File: src/rtl/reduce_tree_pkg.sv
// ----------------------------------------------------------------------------
// reduce_tree_pkg
// Shared definitions for the pipelined reduction tree:
//   - operator select encodings (MODE_OR/AND/XOR/MAX)
//   - red_identity(mode): neutral element substituted for invalid lanes
//   - red_op(mode,a,b):   the two-input combine function
//   - num_node(n,level):  node count of a tree level, ceil(n / 2^level)
// The data helpers work on a RED_MAX_W-bit word; callers zero-extend their
// operands and truncate the result, so DATA_WIDTH must not exceed RED_MAX_W.
// Zero-extension is safe for all four operators, including the unsigned MAX.
// ----------------------------------------------------------------------------
package reduce_tree_pkg;

    localparam int unsigned RED_MODE_W = 2;
    localparam int unsigned RED_MAX_W  = 64;

    typedef logic [RED_MODE_W-1:0] red_mode_t;
    typedef logic [RED_MAX_W-1:0]  red_word_t;

    localparam red_mode_t MODE_OR  = 2'd0;
    localparam red_mode_t MODE_AND = 2'd1;
    localparam red_mode_t MODE_XOR = 2'd2;
    localparam red_mode_t MODE_MAX = 2'd3;

    // AND needs all ones; OR, XOR and unsigned MAX are neutral on zero.
    function automatic red_word_t red_identity(input red_mode_t mode);
        return (mode == MODE_AND) ? '1 : '0;
    endfunction

    function automatic red_word_t red_op(input red_mode_t mode,
                                         input red_word_t a,
                                         input red_word_t b);
        red_word_t res;
        res = '0;
        case (mode)
            MODE_OR:  res = a | b;
            MODE_AND: res = a & b;
            MODE_XOR: res = a ^ b;
            MODE_MAX: res = (a > b) ? a : b;
            default:  res = '0;
        endcase
        return res;
    endfunction

    function automatic int unsigned num_node(input int unsigned n, input int unsigned level);
        return (n + (32'd1 << level) - 32'd1) >> level;
    endfunction

endpackage

File: src/rtl/reduce_tree_node.sv
// ----------------------------------------------------------------------------
// reduce_node
// One registered node of the reduction tree. Combines two identity-masked
// children with the beat's operator and sums their lane counts. With
// SINGLE_CHILD=1 the node only registers child a (odd-sized level tail).
// Ports:
//   clk, rst_n          clock, asynchronous active-low reset
//   advance_i           shared pipeline enable; registers hold when low
//   mode_i              operator of the beat currently entering this node
//   a_data_i, a_cnt_i   first child value and contributing-lane count
//   b_data_i, b_cnt_i   second child (ignored when SINGLE_CHILD=1)
//   data_o, cnt_o       registered node value and count
// ----------------------------------------------------------------------------
module reduce_node
    import reduce_tree_pkg::*;
#(
    parameter int unsigned DATA_WIDTH   = 8,
    parameter int unsigned CNT_WIDTH    = 5,
    parameter bit          SINGLE_CHILD = 1'b0
) (
    input  logic                  clk,
    input  logic                  rst_n,
    input  logic                  advance_i,
    input  red_mode_t             mode_i,
    input  logic [DATA_WIDTH-1:0] a_data_i,
    input  logic [CNT_WIDTH-1:0]  a_cnt_i,
    input  logic [DATA_WIDTH-1:0] b_data_i,
    input  logic [CNT_WIDTH-1:0]  b_cnt_i,
    output logic [DATA_WIDTH-1:0] data_o,
    output logic [CNT_WIDTH-1:0]  cnt_o
);

    logic [DATA_WIDTH-1:0] data_d, data_q;
    logic [CNT_WIDTH-1:0]  cnt_d, cnt_q;

    if (SINGLE_CHILD) begin : g_pass
        assign data_d = a_data_i;
        assign cnt_d  = a_cnt_i;

        logic unused_b;
        assign unused_b = ^{b_data_i, b_cnt_i, mode_i};
    end else begin : g_comb
        assign data_d = DATA_WIDTH'(red_op(mode_i, RED_MAX_W'(a_data_i), RED_MAX_W'(b_data_i)));
        assign cnt_d  = a_cnt_i + b_cnt_i;
    end

    always_ff @(posedge clk or negedge rst_n) begin
        if (!rst_n) begin
            data_q <= '0;
            cnt_q  <= '0;
        end else if (advance_i) begin
            data_q <= data_d;
            cnt_q  <= cnt_d;
        end
    end

    assign data_o = data_q;
    assign cnt_o  = cnt_q;

endmodule

File: src/rtl/reduce_tree_pipe.sv
// ----------------------------------------------------------------------------
// reduce_tree_pipe
// Pipelined reduction tree: NUM_INPUT_DATA lanes of DATA_WIDTH bits are
// combined into one word over $clog2(NUM_INPUT_DATA) register stages, one per
// tree level, with a runtime operator (OR/AND/XOR/unsigned MAX), per-lane valid
// masking and valid/ready backpressure. All stages share one advance signal.
// Ports:
//   clk, rst_n   clock, asynchronous active-low reset
//   i_valid      per-lane valid; a beat is offered when any bit is set
//   i_data_bus   lane k at [k*DATA_WIDTH +: DATA_WIDTH]
//   i_mode       operator for this beat: 0 OR, 1 AND, 2 XOR, 3 MAX
//   o_ready      a beat is accepted this cycle if offered
//   o_valid      result valid
//   o_data_bus   reduced result
//   o_lane_cnt   number of valid lanes that contributed to the result
//   i_ready      downstream accepts the result
//   i_en         block enable; freezes the pipeline when low
// ----------------------------------------------------------------------------
module reduce_tree_pipe
    import reduce_tree_pkg::*;
#(
    parameter int unsigned NUM_INPUT_DATA = 16,
    parameter int unsigned DATA_WIDTH     = 8,
    parameter int unsigned MODE_WIDTH     = 2
) (
    input  logic                                 clk,
    input  logic                                 rst_n,
    input  logic [NUM_INPUT_DATA-1:0]            i_valid,
    input  logic [NUM_INPUT_DATA*DATA_WIDTH-1:0] i_data_bus,
    input  logic [MODE_WIDTH-1:0]                i_mode,
    output logic                                 o_ready,
    output logic                                 o_valid,
    output logic [DATA_WIDTH-1:0]                o_data_bus,
    output logic [$clog2(NUM_INPUT_DATA):0]      o_lane_cnt,
    input  logic                                 i_ready,
    input  logic                                 i_en
);

    localparam int unsigned NUM_LEVEL = $clog2(NUM_INPUT_DATA);
    localparam int unsigned CNT_WIDTH = NUM_LEVEL + 1;

    logic                  advance;
    logic                  entry_valid;
    red_mode_t             entry_mode;
    logic [DATA_WIDTH-1:0] entry_ident;

    // Level 0 is the masked input; levels 1..NUM_LEVEL are node registers.
    // Slots beyond a level's node count are tied to zero.
    logic [DATA_WIDTH-1:0] lvl_data [NUM_LEVEL+1][NUM_INPUT_DATA];
    logic [CNT_WIDTH-1:0]  lvl_cnt  [NUM_LEVEL+1][NUM_INPUT_DATA];

    // Beat-wide stage state: stage s holds the beat sitting in level s+1.
    logic [NUM_LEVEL-1:0]                 valid_q;
    logic [NUM_LEVEL-1:0][RED_MODE_W-1:0] mode_q;

    // Operator applied by the nodes that build level l+1.
    red_mode_t lvl_mode [NUM_LEVEL];

    assign entry_valid = |i_valid;
    assign entry_mode  = red_mode_t'(i_mode);
    assign entry_ident = DATA_WIDTH'(red_identity(entry_mode));

    // The last stage is only ever released by the downstream handshake.
    assign advance = i_en & (~o_valid | i_ready);
    assign o_ready = advance;

    always_ff @(posedge clk or negedge rst_n) begin
        if (!rst_n) begin
            valid_q <= '0;
            mode_q  <= '0;
        end else if (advance) begin
            valid_q[0] <= entry_valid;
            mode_q[0]  <= entry_mode;
            for (int s = 1; s < int'(NUM_LEVEL); s++) begin
                valid_q[s] <= valid_q[s-1];
                mode_q[s]  <= mode_q[s-1];
            end
        end
    end

    assign lvl_mode[0] = entry_mode;
    for (genvar s = 1; s < NUM_LEVEL; s++) begin : g_mode_tap
        assign lvl_mode[s] = mode_q[s-1];
    end

    // The last stage's mode travels with the beat but nothing downstream needs it.
    logic unused_last_mode;
    assign unused_last_mode = ^mode_q[NUM_LEVEL-1];

    for (genvar k = 0; k < NUM_INPUT_DATA; k++) begin : g_entry
        assign lvl_data[0][k] = i_valid[k] ? i_data_bus[k*DATA_WIDTH +: DATA_WIDTH] : entry_ident;
        assign lvl_cnt[0][k]  = CNT_WIDTH'(i_valid[k]);
    end

    for (genvar l = 1; l <= NUM_LEVEL; l++) begin : g_level
        localparam int unsigned NIN  = num_node(NUM_INPUT_DATA, l - 1);
        localparam int unsigned NOUT = num_node(NUM_INPUT_DATA, l);

        for (genvar j = 0; j < NUM_INPUT_DATA; j++) begin : g_node
            if (j < NOUT) begin : g_live
                localparam bit          SINGLE = (2 * j + 1 >= NIN);
                localparam int unsigned B_IDX  = SINGLE ? 2 * j : 2 * j + 1;

                reduce_node #(
                    .DATA_WIDTH   (DATA_WIDTH),
                    .CNT_WIDTH    (CNT_WIDTH),
                    .SINGLE_CHILD (SINGLE)
                ) u_node (
                    .clk       (clk),
                    .rst_n     (rst_n),
                    .advance_i (advance),
                    .mode_i    (lvl_mode[l-1]),
                    .a_data_i  (lvl_data[l-1][2*j]),
                    .a_cnt_i   (lvl_cnt[l-1][2*j]),
                    .b_data_i  (lvl_data[l-1][B_IDX]),
                    .b_cnt_i   (lvl_cnt[l-1][B_IDX]),
                    .data_o    (lvl_data[l][j]),
                    .cnt_o     (lvl_cnt[l][j])
                );
            end else begin : g_pad
                assign lvl_data[l][j] = '0;
                assign lvl_cnt[l][j]  = '0;
            end
        end
    end

    assign o_valid    = valid_q[NUM_LEVEL-1];
    assign o_data_bus = lvl_data[NUM_LEVEL][0];
    assign o_lane_cnt = lvl_cnt[NUM_LEVEL][0];

endmodule

File: config.mk
export PLATFORM = sky130hd
export DESIGN_NAME = reduce_tree_pipe
export DESIGN_NICKNAME = d
export VERILOG_FILES = /design/src/rtl/reduce_tree_pkg.sv /design/src/rtl/reduce_tree_node.sv /design/src/rtl/reduce_tree_pipe.sv
export SDC_FILE = /design/constraint.sdc
export NUM_CORES = 1
export LEC_CHECK = 0
export ABC_CLOCK_PERIOD_IN_PS = 3150
export BUFFER_PORTS_ARGS = -buffer_cell sky130_fd_sc_hd__buf_2
export CELL_PAD_IN_SITES_DETAIL_PLACEMENT = 1
export CELL_PAD_IN_SITES_GLOBAL_PLACEMENT = 2
export CORE_ASPECT_RATIO = 1.4
export CORE_MARGIN = 2
export CORE_UTILIZATION = 37
export DETAILED_ROUTE_END_ITERATION = 7
export PLACE_DENSITY_LB_ADDON = 0.1
export SYNTH_ARGS = -nofsm -noshare
export SYNTH_HDL_FRONTEND = slang
export SYNTH_SLANG_ARGS = --single-unit
File: constraint.sdc
create_clock -name clk -period 3.15 [get_ports clk]
set_clock_uncertainty 0.15 [all_clocks]
set_input_delay 0.315 -clock clk [delete_from_list [all_inputs] [get_ports clk]]
set_output_delay 0.315 -clock clk [all_outputs]
set_load 0.05 [all_outputs]
* Word level (Yosys, flattened, before mapping) *
Cells that the tools add are included.

cells by class
  bitwise logic cells = 48
  eq/ne operators = 12
  $lt $le $gt $ge = 15
  $add $sub $neg = 15
  reductions and logical operators = 5
  mux-type cells = 47

operators by type and width
  cell                                                                   number
  8-bit one-hot mux with 4 select lines                                  15
  8-bit 2-to-1 mux                                                       32
  8-bit AND                                                              15
  8-bit > comparator                                                     15
  8-bit OR                                                               15
  8-bit XOR                                                              15
  5-bit adder                                                            7
  1-bit by 1-bit adder with 2-bit output                                 8
  2-bit equality test, second input constant                             8
  16-bit OR reduction                                                    1
  2-bit by 1-bit equality test with 1-bit output, second input constant  4
  2-bit zero test                                                        4
  1-bit AND                                                              1
  1-bit NOT                                                              1
  1-bit OR                                                               1

storage, ports and cells
  register bits after elaboration = 205
  word-level logic and storage cells = 176
  bits of input ports = 150
  output and inout port bits = 15

* Longest topological paths before layout *
Gate-level depths: netlist (run 1).

  depth after elaboration = 6
  mapped depth = 17
  mapped depth without buffers = 13

* Modules after synthesis *
A second synthesis (run 1) with hierarchy kept.

unflattened totals
  cell total of the unflattened synthesis = 2963
  area total of the unflattened synthesis = 24542.3 µm²

by module, submodules not included
  module                                                seq. area each (µm²)  instances  area each (µm²)  cells each
  reduce_node (g_level[1].g_node[0].g_live.u_node ...)  325.3                 12         1506.4           182
  reduce_node (g_level[3].g_node[0].g_live.u_node ...)  325.3                 2          1649.1           202
  reduce_tree_pipe                                      250.2                 1          1659.1           193
  reduce_node (g_level[4].g_node[0].g_live.u_node)      325.3                 1          1507.7           182

* Worst setup path before layout (run 1) *
No wires, ideal clock.

  path kind = input to register
  start point = in i_mode[1]
  end point = reg g_level[1].g_node[6].g_live.u_node.data_q[5]
  cell stages on the path = 14
  required time = 2910 ps
  path buffers = 2
  setup slack = -490 ps
  data arrival time = 3400 ps
  setup time = 90 ps
  cell sequence = buf_4 -> nand2b_1 -> buf_4 -> nor2_1 -> a21oi_1 -> inv_1 -> ha_1 -> or4b_2 -> o31ai_1 -> or3_1 -> o22ai_1 -> nor2_1 -> mux2_2 -> o221ai_1

between the ends
  word-level cells in the longest chain between the ends = 6
  elaborated cells between the ends (all ways) = 13
  classes of those cells = order compare (1); eq/ne (3); mux (5); bitwise (3); reduce/logical (1)

ends and longest elaborated chain
  what                                            RTL line                                      RTL
  start, declared                                 reduce_tree_pipe.sv:30                        input logic [MODE_WIDTH-1:0] i_mode,
  2-bit by 1-bit equality test with 1-bit output  reduce_tree_pkg.sv:27, reduce_tree_pkg.sv:35
  8-bit 2-to-1 mux                                reduce_tree_pkg.sv:27                         return (mode == MODE_AND) ? '1 : '0;
  8-bit 2-to-1 mux                                reduce_tree_pipe.sv:91                        assign lvl_data[0][k] = i_valid[k] ? i_data_bus[k*DATA_WIDTH +: DATA_WIDTH] : entry_ident;
  8-bit > comparator                              reduce_tree_pkg.sv:39                         MODE_MAX: res = (a > b) ? a : b;
  8-bit 2-to-1 mux                                reduce_tree_pkg.sv:39
  8-bit one-hot mux with 4 select lines *         reduce_tree_pkg.sv:35                         case (mode)
  end signal, assigned                            reduce_tree_node.sv:52                        data_q <= data_d;
  end, declared                                   reduce_tree_node.sv:33                        logic [DATA_WIDTH-1:0] data_d, data_q;

Mark *: on every way between the ends. The rest lies on a longest branch, timed or not.
A chain may end at the register's enable or synchronous reset.

* Worst setup path after layout (run 1) *
  start point = in i_mode[1]
  end point = reg g_level[1].g_node[7].g_live.u_node.data_q[6]

between the ends
  word-level cells in the longest chain between the ends = 6
  elaborated cells between the ends (all ways) = 13
  classes of those cells = order compare (1); eq/ne (3); mux (5); bitwise (3); reduce/logical (1)

ends and longest elaborated chain
  what                                            RTL line
  2-bit by 1-bit equality test with 1-bit output  reduce_tree_pkg.sv:27, reduce_tree_pkg.sv:35
  8-bit 2-to-1 mux                                reduce_tree_pkg.sv:27
  8-bit 2-to-1 mux                                reduce_tree_pipe.sv:91
  8-bit > comparator                              reduce_tree_pkg.sv:39
  8-bit 2-to-1 mux                                reduce_tree_pkg.sv:39
  8-bit one-hot mux with 4 select lines *         reduce_tree_pkg.sv:35
  end signal, assigned                            reduce_tree_node.sv:52
  end, declared                                   reduce_tree_node.sv:33

Marked as above.

==> results.cfg, run 1 <==
[power_and_ir_drop]
power.total_mw = 15.09
p_leak_nw = 11.88
ir_worst_vdd_v = 0.0004155
power.density_mw_per_mm2 = 633.3

[setup_path]
crit_family = compound AO/OA/AOI/OAI gates
crit_required_ns = 3.34
cpMostUsedCell = buf_12
crit_chain = buf_2, buf_12, buf_12, nor3b_2, a21oi_1, inv_1, ha_1, a211oi_1, a311o_1, a311oi_1, o21ai_1, a21boi_4, mux2i_1, a221o_1
end_kind = flip-flop
worstSetupPathType = input pin to flip-flop
arrival_ns = 3.17
cp_slowest_cell = a311oi_1
cp_max_fo = 13
timing.rr.start = g_level[3].g_node[0].g_live.u_node.data_o[5]
critPathLaunchType = input pin
ff2ff_setup_slack_ns = 0.32
path_buf_inv = 4
r2r_cells = 10
r2r-end = g_level[4].g_node[0].g_live.u_node.data_o[6]
slowest_delay_ns = 0.43

[global_route]
met3_usage_pct = 2.817
antenna_found_initial = 4
met2_usage_pct = 51.07
grt_pass1_vias = 20950
track_usage_pct = 28.95
busiest_layer = met2
grt_start_max_net_pins = 90
use_met1_pct = 35.36
grt_pass1_wl_um = 121400
overflow = 0

[floorplanning]
std_cell_rows = 99
top_level_ports = 165
core_area_mm2 = 0.05190
die_h_um = 274.5
die-area_mm2 = 0.05414
initial_core_util_pct = 37.27
dieWidth_um = 197.2

[route]
drc_errors = 0
dr.pass1.iters = 5
via_per_inst = 5.605
drt-total-wl_um = 77660
drtIter0Drc = 1032
wl_per_cell_um = 21.92
vias = 19860
ant_nets = 0

[sta]
setup_ws_ns = 0.1656
min_period_over_period_pct = 94.74
rsz0062_at_grt = no
slew_headroom_pct = 23.68
finalSetupViolations = 0
drv_slew = 0
hold_violations = 0
post-route-min-period_ns = 2.984
tightest_slew_ns = 1.144
fmax_mhz = 335.1

[synth]
synth_nets = 2991
synth-seq-cells = 171
synth_compound_area_share_pct = 27.61
yosysTopAreaCell = dfrtp_1
synth_cells = 2516
synth_area_leaders = dfrtp_1 (22%), ha_1 (21%), a21oi_1 (7.0%), o21ai_0 (6.5%), nand2_1 (5.6%)
yosys-top-cells-count = ha_1 (318), nand2_1 (286), a21oi_1 (270)
async_flop_share_pct = 100.0
synth_adder_area_share_pct = 21.30
synth_edf_count = 0
yosysMostFrequentCell = ha_1
synth_warnings = 0
ys_types = 82
ys.flop_type = dfrtp_1
yosys-mux-area-fraction_pct = 4.095
ys_seq_area_share_pct = 22.12
synth-simple-area-share_pct = 14.25
synth_top_family_by_area = compound AO/OA/AOI/OAI gates
synth_xor_xnor_area_share_pct = 2.038
synth.top_cell.area_share_pct = 22.12
syn-mean-instance-area_um2 = 7.687
syn_area_mm2 = 0.01934

[layout]
area_growth_pct = 23.17
fill_cells = 6461
layout.nets = 3347
drive_above_1_share_pct = 20.49
stdcell_area_mm2 = 0.02382

[flow_run]
max_cap_viol_count = 0

[worst_hold_path]
hold_class = input pin to flip-flop
hold_depth = 3
hold_end = g_level[1].g_node[1].g_live.u_node.data_o[1]
hp-start = i_data_bus[25]

[placed_design]
dp_hpwl_um = 63200
place_congestion = 0.9125
io_buffers = 164
place_ws_ns = -0.3542
placed_area_mm2 = 0.02315

[clock_tree]
clk_pin_slew_ns = 0.09
htreeDepth = 4
cts_buffers = 17
clock_latency_ns = 0.47
cts_max_path_buffers = 2
cts_tree = yes
numClockSinks = 171
clockRootBuffer = clkbuf_16

[outcome]
status = completed
[tightest hold or removal path, stage by stage]
cell	delay, ns
buf_2	0.14
nand4_1	0.11
o211ai_1	0.08
[what timing repair did]
item | CTS | global route
endpoints found under the setup margin | 0 | 8
hold buffers | 1 | 0
resized for setup | 0 | 5
hold endpoints to repair | 59 | 0
setup buffers | 0 | 1
[stage by stage]
stage / instances / hold slack (ns) / TNS (ns) / util [%]
3_3_place_gp: 3506 / 0.2115 / -7.931 / 44.60
4_1_cts: 3539 / 0.04650 / 0 / 45.82
3_5_place_dp: 3506 / 0.2114 / -11.80 / 44.60
5_1_grt: 3542 / 0.07925 / 0 / 45.90
6_report: 3543 / 0.07874 / 0 / 45.90
2_1_floorplan: 2516 / -0.1306 / -0.4644 / -
[flip-flops by register name (all words and copies together) (netlist names)]
signal	flops
valid_q	4
lvl_mode	6
g_level.g_node.g_live.u_node.cnt_o	41
g_level.g_node.g_live.u_node.data_o	120
[cell families (layout without fill, tap and decap cells)]
logic type               count (synthesis)  in the layout
XOR/XNOR                                45             45
other                                    0              2
AND/OR/NAND/NOR                        612            612
multiplexers                            78             78
AO/OA/AOI/OAI                          854            855
adder cells (fa/ha/maj)                325            325
flip-flops                             171            171
buffers and inverters                  431            799
[report_power, final]
part	leakage (nW)	total [mW]	switching (mW)	internal, mW
logic	9.51	8.80	5.22	3.59
registers	2.07	4.05	1.07	2.98
clock network	0.300	2.23	1.14	1.09
[worst max-delay path by stage]
stage	cells past startpoint	slack (ns)	from	end
after floorplan	13	-0.09	i_mode[1]	g_level[1].g_node[6].g_live.u_node.data_o[5]
final	14	0.17	i_mode[1]	g_level[1].g_node[7].g_live.u_node.data_o[6]
after CTS	14	0.13	i_mode[0]	g_level[1].g_node[3].g_live.u_node.data_o[0]
after detailed placement	14	-0.35	i_mode[0]	g_level[1].g_node[3].g_live.u_node.data_o[0]
after global routing	15	0.02	i_mode[0]	g_level[1].g_node[0].g_live.u_node.data_o[0]
after global placement	13	-0.32	i_mode[0]	g_level[1].g_node[3].g_live.u_node.data_o[0]
[placed cells by master, fill, tap and decap left out, types with 20 or more instances in the layout]
master and count:
a211oi_1 34, a21oi_1 264, a221o_1 36, buf_2 162
buf_4 322, dfrtp_1 170, ha_1 317, inv_1 264
mux2i_1 69, nand2_1 286, nand3_1 27, nor2_1 165
nor2b_1 29, o211ai_1 50, o21ai_0 245, o21bai_1 20
o221ai_1 29, o22ai_1 23, xnor2_1 33
[area by class of cell]
type                            count  area (µm²)  share of cell area [%]
Tap cell                          656       820.8                   3.445
Inverter                          268        1011                   4.244
Sequential cell                   171        4280                   17.97
Multi-Input combinational cell   1915       13580                   56.99
Clock buffer                       17       425.4                   1.786
Clock inverter                     15       193.9                  0.8141
Antenna cell                        2       5.005                 0.02101
Timing Repair Buffer              499        3510                   14.73
[per-layer routing]
metal | part of all wire [%] | up-vias
met5 | 0.048 | -
met4 | 4.7 | 6
met3 | 3.1 | 121
met2 | 49 | 395
met1 | 43 | 9802
li1 | - | 9534
No activity file was read; power rests on OpenSTA's default activity.
==> inputs of run 2 (changes only) <==
--- a/config.mk
+++ b/config.mk
@@ -9,11 +9,12 @@
 export BUFFER_PORTS_ARGS = -buffer_cell sky130_fd_sc_hd__buf_2
 export CELL_PAD_IN_SITES_DETAIL_PLACEMENT = 1
 export CELL_PAD_IN_SITES_GLOBAL_PLACEMENT = 2
-export CORE_ASPECT_RATIO = 1.4
+export CORE_ASPECT_RATIO = 1.2
 export CORE_MARGIN = 2
-export CORE_UTILIZATION = 37
+export CORE_UTILIZATION = 39
 export DETAILED_ROUTE_END_ITERATION = 7
 export PLACE_DENSITY_LB_ADDON = 0.1
 export SYNTH_ARGS = -nofsm -noshare
 export SYNTH_HDL_FRONTEND = slang
+export SYNTH_HIERARCHICAL = 1
 export SYNTH_SLANG_ARGS = --single-unit
==> run 2 against run 1 <==
Total power increased by 28%. Global-route usage fell by 3.1 points. Clock power is 38% higher. Wire length up 7.9%. Final cell count increased by 15%. Critical path type is now flip-flop to flip-flop. Critical path depth decreased by 7. Worst hold slack improved by 0.014 ns.
==> results.cfg, run 2 <==
[power_and_ir_drop]
ir_worst_vdd_v = 0.0004639
power.density_mw_per_mm2 = 689.5
p_leak_nw = 13.62

[sta]
fmax_mhz = 354.3
tightest_slew_ns = 0.7536
hold_violations = 0
min_period_over_period_pct = 89.61
tns_ns = 0
drv_slew = 0
finalSetupViolations = 0
rsz0062_at_grt = no
slew_headroom_pct = 49.76
setup_ws_ns = 0.3272
post-route-min-period_ns = 2.823

[layout]
drive_above_1_share_pct = 15.62
largest_register_ffs = 120
stdcell_area_mm2 = 0.02808
final_cell_count_no_fill = 4089
area_growth_pct = 14.42
final_cell_mix = ha_1 (420), inv_1 (350), nand2_1 (241), dfrtp_1 (204), a21oi_1 (202)
fill_cells = 7628
layout.cells.most_common = ha_1
utilization_pct = 45.16
layout.nets = 3838

[placed_design]
placed_area_mm2 = 0.02719
dp_hpwl_um = 64310
place_inst = 4038
place_congestion = 0.9002
place_ws_ns = -0.09319
io_buffers = 164

[setup_path]
arrival_ns = 3.18
crit_required_ns = 3.50
end_kind = flip-flop
slowest_delay_ns = 0.66
path_buf_inv = 1
critPathLaunchType = flip-flop
cp_slowest_cell = o32ai_2
crit_chain = inv_1, ha_1, nor4b_1, nor4_1, o32ai_2, a221o_1, o21a_1
crit_family = compound AO/OA/AOI/OAI gates
worstSetupPathType = flip-flop to flip-flop
cp_max_fo = 8

[global_route]
track_usage_pct = 25.86
grt_pass1_wl_um = 136100
antenna_found_initial = 8
overflow = 0
grt_start_max_net_pins = 130
grt_pass1_vias = 25220

[synth]
yosysTopAreaCell = ha_1
synth_warnings = 6
yosysMostFrequentCell = ha_1
ys_seq_area_share_pct = 20.90
ys.flop_type = dfrtp_1
ys_types = 56
syn-mean-instance-area_um2 = 8.283
synth_cells = 2963
syn_area_mm2 = 0.02454
synth_edf_count = 0
yosys-top-cells-count = ha_1 (420), inv_1 (351), nand2_1 (241)
synth_area_leaders = ha_1 (21%), dfrtp_1 (21%), inv_1 (5.4%), a21o_1 (4.8%), a21oi_1 (4.1%)
synth.top_cell.area_share_pct = 21.41
synth-seq-cells = 205
async_flop_share_pct = 100.0

[clock_tree]
clk_pin_slew_ns = 0.06
clock_latency_ns = 0.56
clockRootBuffer = clkbuf_16
htreeDepth = 1
numClockSinks = 205
cts_max_path_buffers = 3
cts_buffers = 28
cts_tree = yes

[route]
via_per_inst = 5.678
drtIter0Drc = 881
vias = 23220
drt-total-wl_um = 83810
wl_per_cell_um = 20.50
drc_errors = 0
dr.pass1.iters = 7
ant_nets = 0

[floorplanning]
initial_core_util_pct = 39.47
core_area_mm2 = 0.06218
top_level_ports = 165
die-area_mm2 = 0.06496
dieWidth_um = 233
std_cell_rows = 100
die_h_um = 278.8

[outcome]
status = completed

[worst_hold_path]
hold_class = input pin to flip-flop

[flow_run]
max_cap_viol_count = 0
-- run 2: changes by cell type after synthesis, moves of 68 or more --
cell,previous run,this run
nand3_1,27,136
a311oi_1,9,104
inv_1,264,351
a21oi_1,270,202
a21boi_0,2,102
a31oi_1,10,110
ha_1,318,420
a21o_1,12,158
o22ai_1,24,104
o21ai_0,252,136
clkbuf_1,119,42
-- run 2: power by group --
group | leakage [nW] | internal (mW) | switching (mW)
Combinational | 10.8 | 4.51 | 6.70
Clock | 0.428 | 1.79 | 1.28
Sequential | 2.43 | 3.67 | 1.42
-- run 2: tightest hold or removal path: stages --
cell	delay [ns]
buf_2	0.10
a21o_1	0.20
nand3_1	0.07
a311oi_1	0.08
-- run 2: per-stage QoR --
| step | hold slack (ns) | power [mW] |
|---|---|---|
| finish | 0.09234 | 19.36 |
| floorplan | -0.1306 | 12.54 |
| detailed placement | 0.1671 | 16.31 |
| global route | 0.08597 | 21.04 |
| CTS | 0.05456 | 19.54 |
| global placement | 0.1609 | 15.89 |
-- run 2: timing repair --
item                       CTS  global route
hold endpoints to repair    58             0
gates resized for setup      0             0
setup endpoints to repair    0             0
hold buffers                 1             0
setup buffers                0             0
-- run 2: kinds of logic after synthesis --
group           Yosys count  synth area share [%]
other cells               1               0.01528
fa+ha+maj               435                 22.64
compound gates         1019                 27.96
simple gates            683                 14.70
buf+inv                 492                 8.595
mux                      68                 3.054
xor+xnor                 60                 2.141
flops                   205                 20.90
-- run 2: final timing paths --
path / startpoint / end / slack (ns) / cells past startpoint
setup / recovery: g_level[2].g_node[2].g_live.u_node/data_o[5] / g_level[3].g_node[1].g_live.u_node/data_o[3] / 0.33 / 7
hold reg to reg: g_level[4].g_node[0].g_live.u_node/cnt_o[3] / g_level[4].g_node[0].g_live.u_node/cnt_o[3] / 0.35 / 1
setup reg to reg: g_level[2].g_node[2].g_live.u_node/data_o[5] / g_level[3].g_node[1].g_live.u_node/data_o[3] / 0.33 / 7
max in group asynchronous: rst_n / g_level[1].g_node[5].g_live.u_node/data_o[5] / 1.83 / 3
hold / removal: i_data_bus[44] / g_level[1].g_node[2].g_live.u_node/data_o[4] / 0.09 / 4
min in group asynchronous: rst_n / g_level[1].g_node[0].g_live.u_node/data_o[7] / 0.14 / 2
-- run 2: routing by layer --
layer	GRT usage (%)	routed length [µm]	vias up	part of all wire [%]
met2	48.51	43200	351	52
met4	7.611	2236	14	2.7
met5	0	91	-	0.11
li1	-	-	11090	-
met1	30.82	35930	11640	43
met3	2.471	2359	129	2.8
-- run 2: cell type report --
cell class	count	area, µm²	area share [%]
antenna	1	2.502	0.008911
clock buffer	40	815.8	2.905
clock inverter	9	63.81	0.2272
inverter	366	1396	4.972
multi-input combinational	2345	17600	62.68
sequential	205	5131	18.27
tap	816	1021	3.636
timing repair buffer	307	2049	7.298
==> inputs of run 3 (changes only) <==
--- a/config.mk
+++ b/config.mk
@@ -13,6 +13,7 @@
 export CORE_MARGIN = 2
 export CORE_UTILIZATION = 39
 export DETAILED_ROUTE_END_ITERATION = 7
+export GPL_TIMING_DRIVEN = 0
 export PLACE_DENSITY_LB_ADDON = 0.1
 export SYNTH_ARGS = -nofsm -noshare
 export SYNTH_HDL_FRONTEND = slang
==> run 3 against run 2 <==
Critical path depth is 7 higher. First-iteration DRC count grew 25%. Cell area rose by 0.47%. Non-clock buffer count increased by 8. Combinational power is 4% lower. Largest power group unchanged. Highest routed layer unchanged.
==> results.cfg, run 3 (synthesized netlist as in run 2, its figures left out) <==
[outcome]
status = completed

[worst_hold_path]
hold_depth = 2
hp-start = i_mode[0]
hold_class = input pin to flip-flop

[global_route]
grt_pass1_wl_um = 138100
grt_start_max_net_pins = 82
grt_pass1_vias = 25020
antenna_found_initial = 10
overflow = 0
track_usage_pct = 26.34

[layout]
fill_cells = 7572
multi_input_area_mm2 = 0.01779
utilization_pct = 45.37
area_growth_pct = 14.96
layout.cells.most_common = ha_1
drive_above_1_share_pct = 14.56
largest_register_ffs = 120
layout.nets = 3846
final_cell_count_no_fill = 4102
register_area_mm2 = 0.005130
final_cell_mix = ha_1 (420), inv_1 (350), nand2_1 (241), dfrtp_1 (205), a21oi_1 (202)

[sta]
slew_headroom_pct = 16.12
tns_ns = 0
post-route-min-period_ns = 3.009
rsz0062_at_grt = no
tightest_slew_ns = 1.258
finalSetupViolations = 0
hold_violations = 0
min_period_over_period_pct = 95.52
drv_slew = 0
fmax_mhz = 332.4

[route]
drtIter0Drc = 1097
drc_errors = 0
met3WireLength_um = 3151
ant_nets = 0
via_per_inst = 5.686
met2WireLength_um = 44180
top_layer = met5
dr.pass1.iters = 5
wl_per_cell_um = 20.97
vias = 23330
wl_met1_um = 36070
drt-total-wl_um = 86000

[clock_tree]
clock_latency_ns = 0.58
cts_buffers = 28
clk_pin_slew_ns = 0.06
htreeDepth = 1
numClockSinks = 205
clockRootBuffer = clkbuf_16
cts_max_path_buffers = 3
cts_tree = yes

[setup_path]
slowest_delay_ns = 0.54
cpMostUsedCell = buf_2
end_kind = flip-flop
timing.rr.start = g_level[2].g_node[2].g_live.u_node/data_o[6]
cp_slowest_cell = dlygate4sd3_1
crit_required_ns = 3.45
crit_chain = dlygate4sd3_1, buf_2, buf_4, nor2_4, buf_12, a21o_1, inv_1, ha_1, nor4_4, nand2_4, and3_1, buf_2, nand2_1, a311oi_2
r2r_cells = 7
path_depth = 14
setup.worst_path.start = i_valid[14]
path_buf_inv = 6
critPathLaunchType = input pin
worstSetupPathType = input pin to flip-flop
crit_family = buffers and inverters
arrival_ns = 3.31
cp_max_fo = 10

[power_and_ir_drop]
ir_worst_vdd_v = 0.0004401
p_int_mw = 10.12
seqPwrFrac_pct = 27.2
power_frac_comb_pct = 55.1
p_leak_nw = 13.57
power.density_mw_per_mm2 = 695.4
power.switching_mw = 9.502
power_frac_clock_pct = 17.7
swShare_pct = 48.43
power.total_mw = 19.62

[floorplanning]
top_level_ports = 165
dieWidth_um = 233
core_area_mm2 = 0.06218
die-area_mm2 = 0.06496
die_h_um = 278.8
std_cell_rows = 100
initial_core_util_pct = 39.47

[placed_design]
place_inst = 4025
io_buffers = 164
place_congestion = 0.9060
dp_hpwl_um = 65810

[flow_run]
max_cap_viol_count = 0
-- run 3: changes by cell type in the layout (fill, tap and decap cells not counted), sizes merged --
cell / delta
clkinv: +1
bufinv: +4
clkinvlp: -2
dlygate4sd3: +9
clkbuf: +55
buf: -56
diode: +2
-- run 3: layout make-up --
class                      count  area share [%]
antenna                        3         0.02661
buffer                       126           2.612
clock buffer                  40           2.927
clock inverter                12          0.6164
inverter                     366           4.931
multi-input combinational   2345           63.05
sequential                   205           18.18
tap                          816           3.619
timing repair buffer         189           4.031
-- run 3: worst paths after layout --
| kind | slack (ns) | to |
|---|---|---|
| worst max-delay path | 0.14 | g_level[1].g_node[7].g_live.u_node/data_o[5] |
| worst min-delay path | 0.05 | lvl_mode[4] |
| min in group asynchronous | 0.11 | g_level[1].g_node[1].g_live.u_node/cnt_o[1] |
| max in group asynchronous | 1.56 | g_level[2].g_node[3].g_live.u_node/cnt_o[4] |
| worst max register to register | 0.27 | g_level[3].g_node[1].g_live.u_node/data_o[3] |
| worst min register to register | 0.36 | g_level[1].g_node[3].g_live.u_node/cnt_o[0] |
-- run 3: what timing repair did --
item | CTS | global route
hold endpoints to repair | 68 | 0
hold buffers | 10 | 0
pin swaps | 0 | 10
buffers inserted | 0 | 12
cloned | 0 | 0
gates resized for setup | 10 | 39
endpoints found under the setup margin | 64 | 75
-- run 3: routing by layer --
metal / global-route usage (%) / vias up
li1: - / 11110
met1: 31.65 / 11630
met2: 48.78 / 443
met3: 2.686 / 127
met4: 8.133 / 12
met5: 0 / -
-- run 3: power groups by stage --
stage / clock network [mW] / registers (mW) / logic (mW)
floorplan: 0 / 4.86 / 7.68
global placement: 0 / 5.31 / 10.2
detailed placement: 0 / 5.38 / 10.7
CTS: 3.57 / 5.35 / 10.8
global route: 3.68 / 5.50 / 12.1
finish: 3.47 / 5.33 / 10.8
-- run 3: through the flow --
stage / hold WS (ns) / cell area, µm² / worst slack, ns
2_1_floorplan: -0.1306 / 24840 / 0.02479
3_3_place_gp: 0.3403 / 26680 / -2.342
3_5_place_dp: 0.1313 / 26780 / -1.399
4_1_cts: 0.03656 / 27910 / 0.01141
5_1_grt: 0.04202 / 28210 / 0.01859
6_report: 0.04709 / 28210 / 0.1412
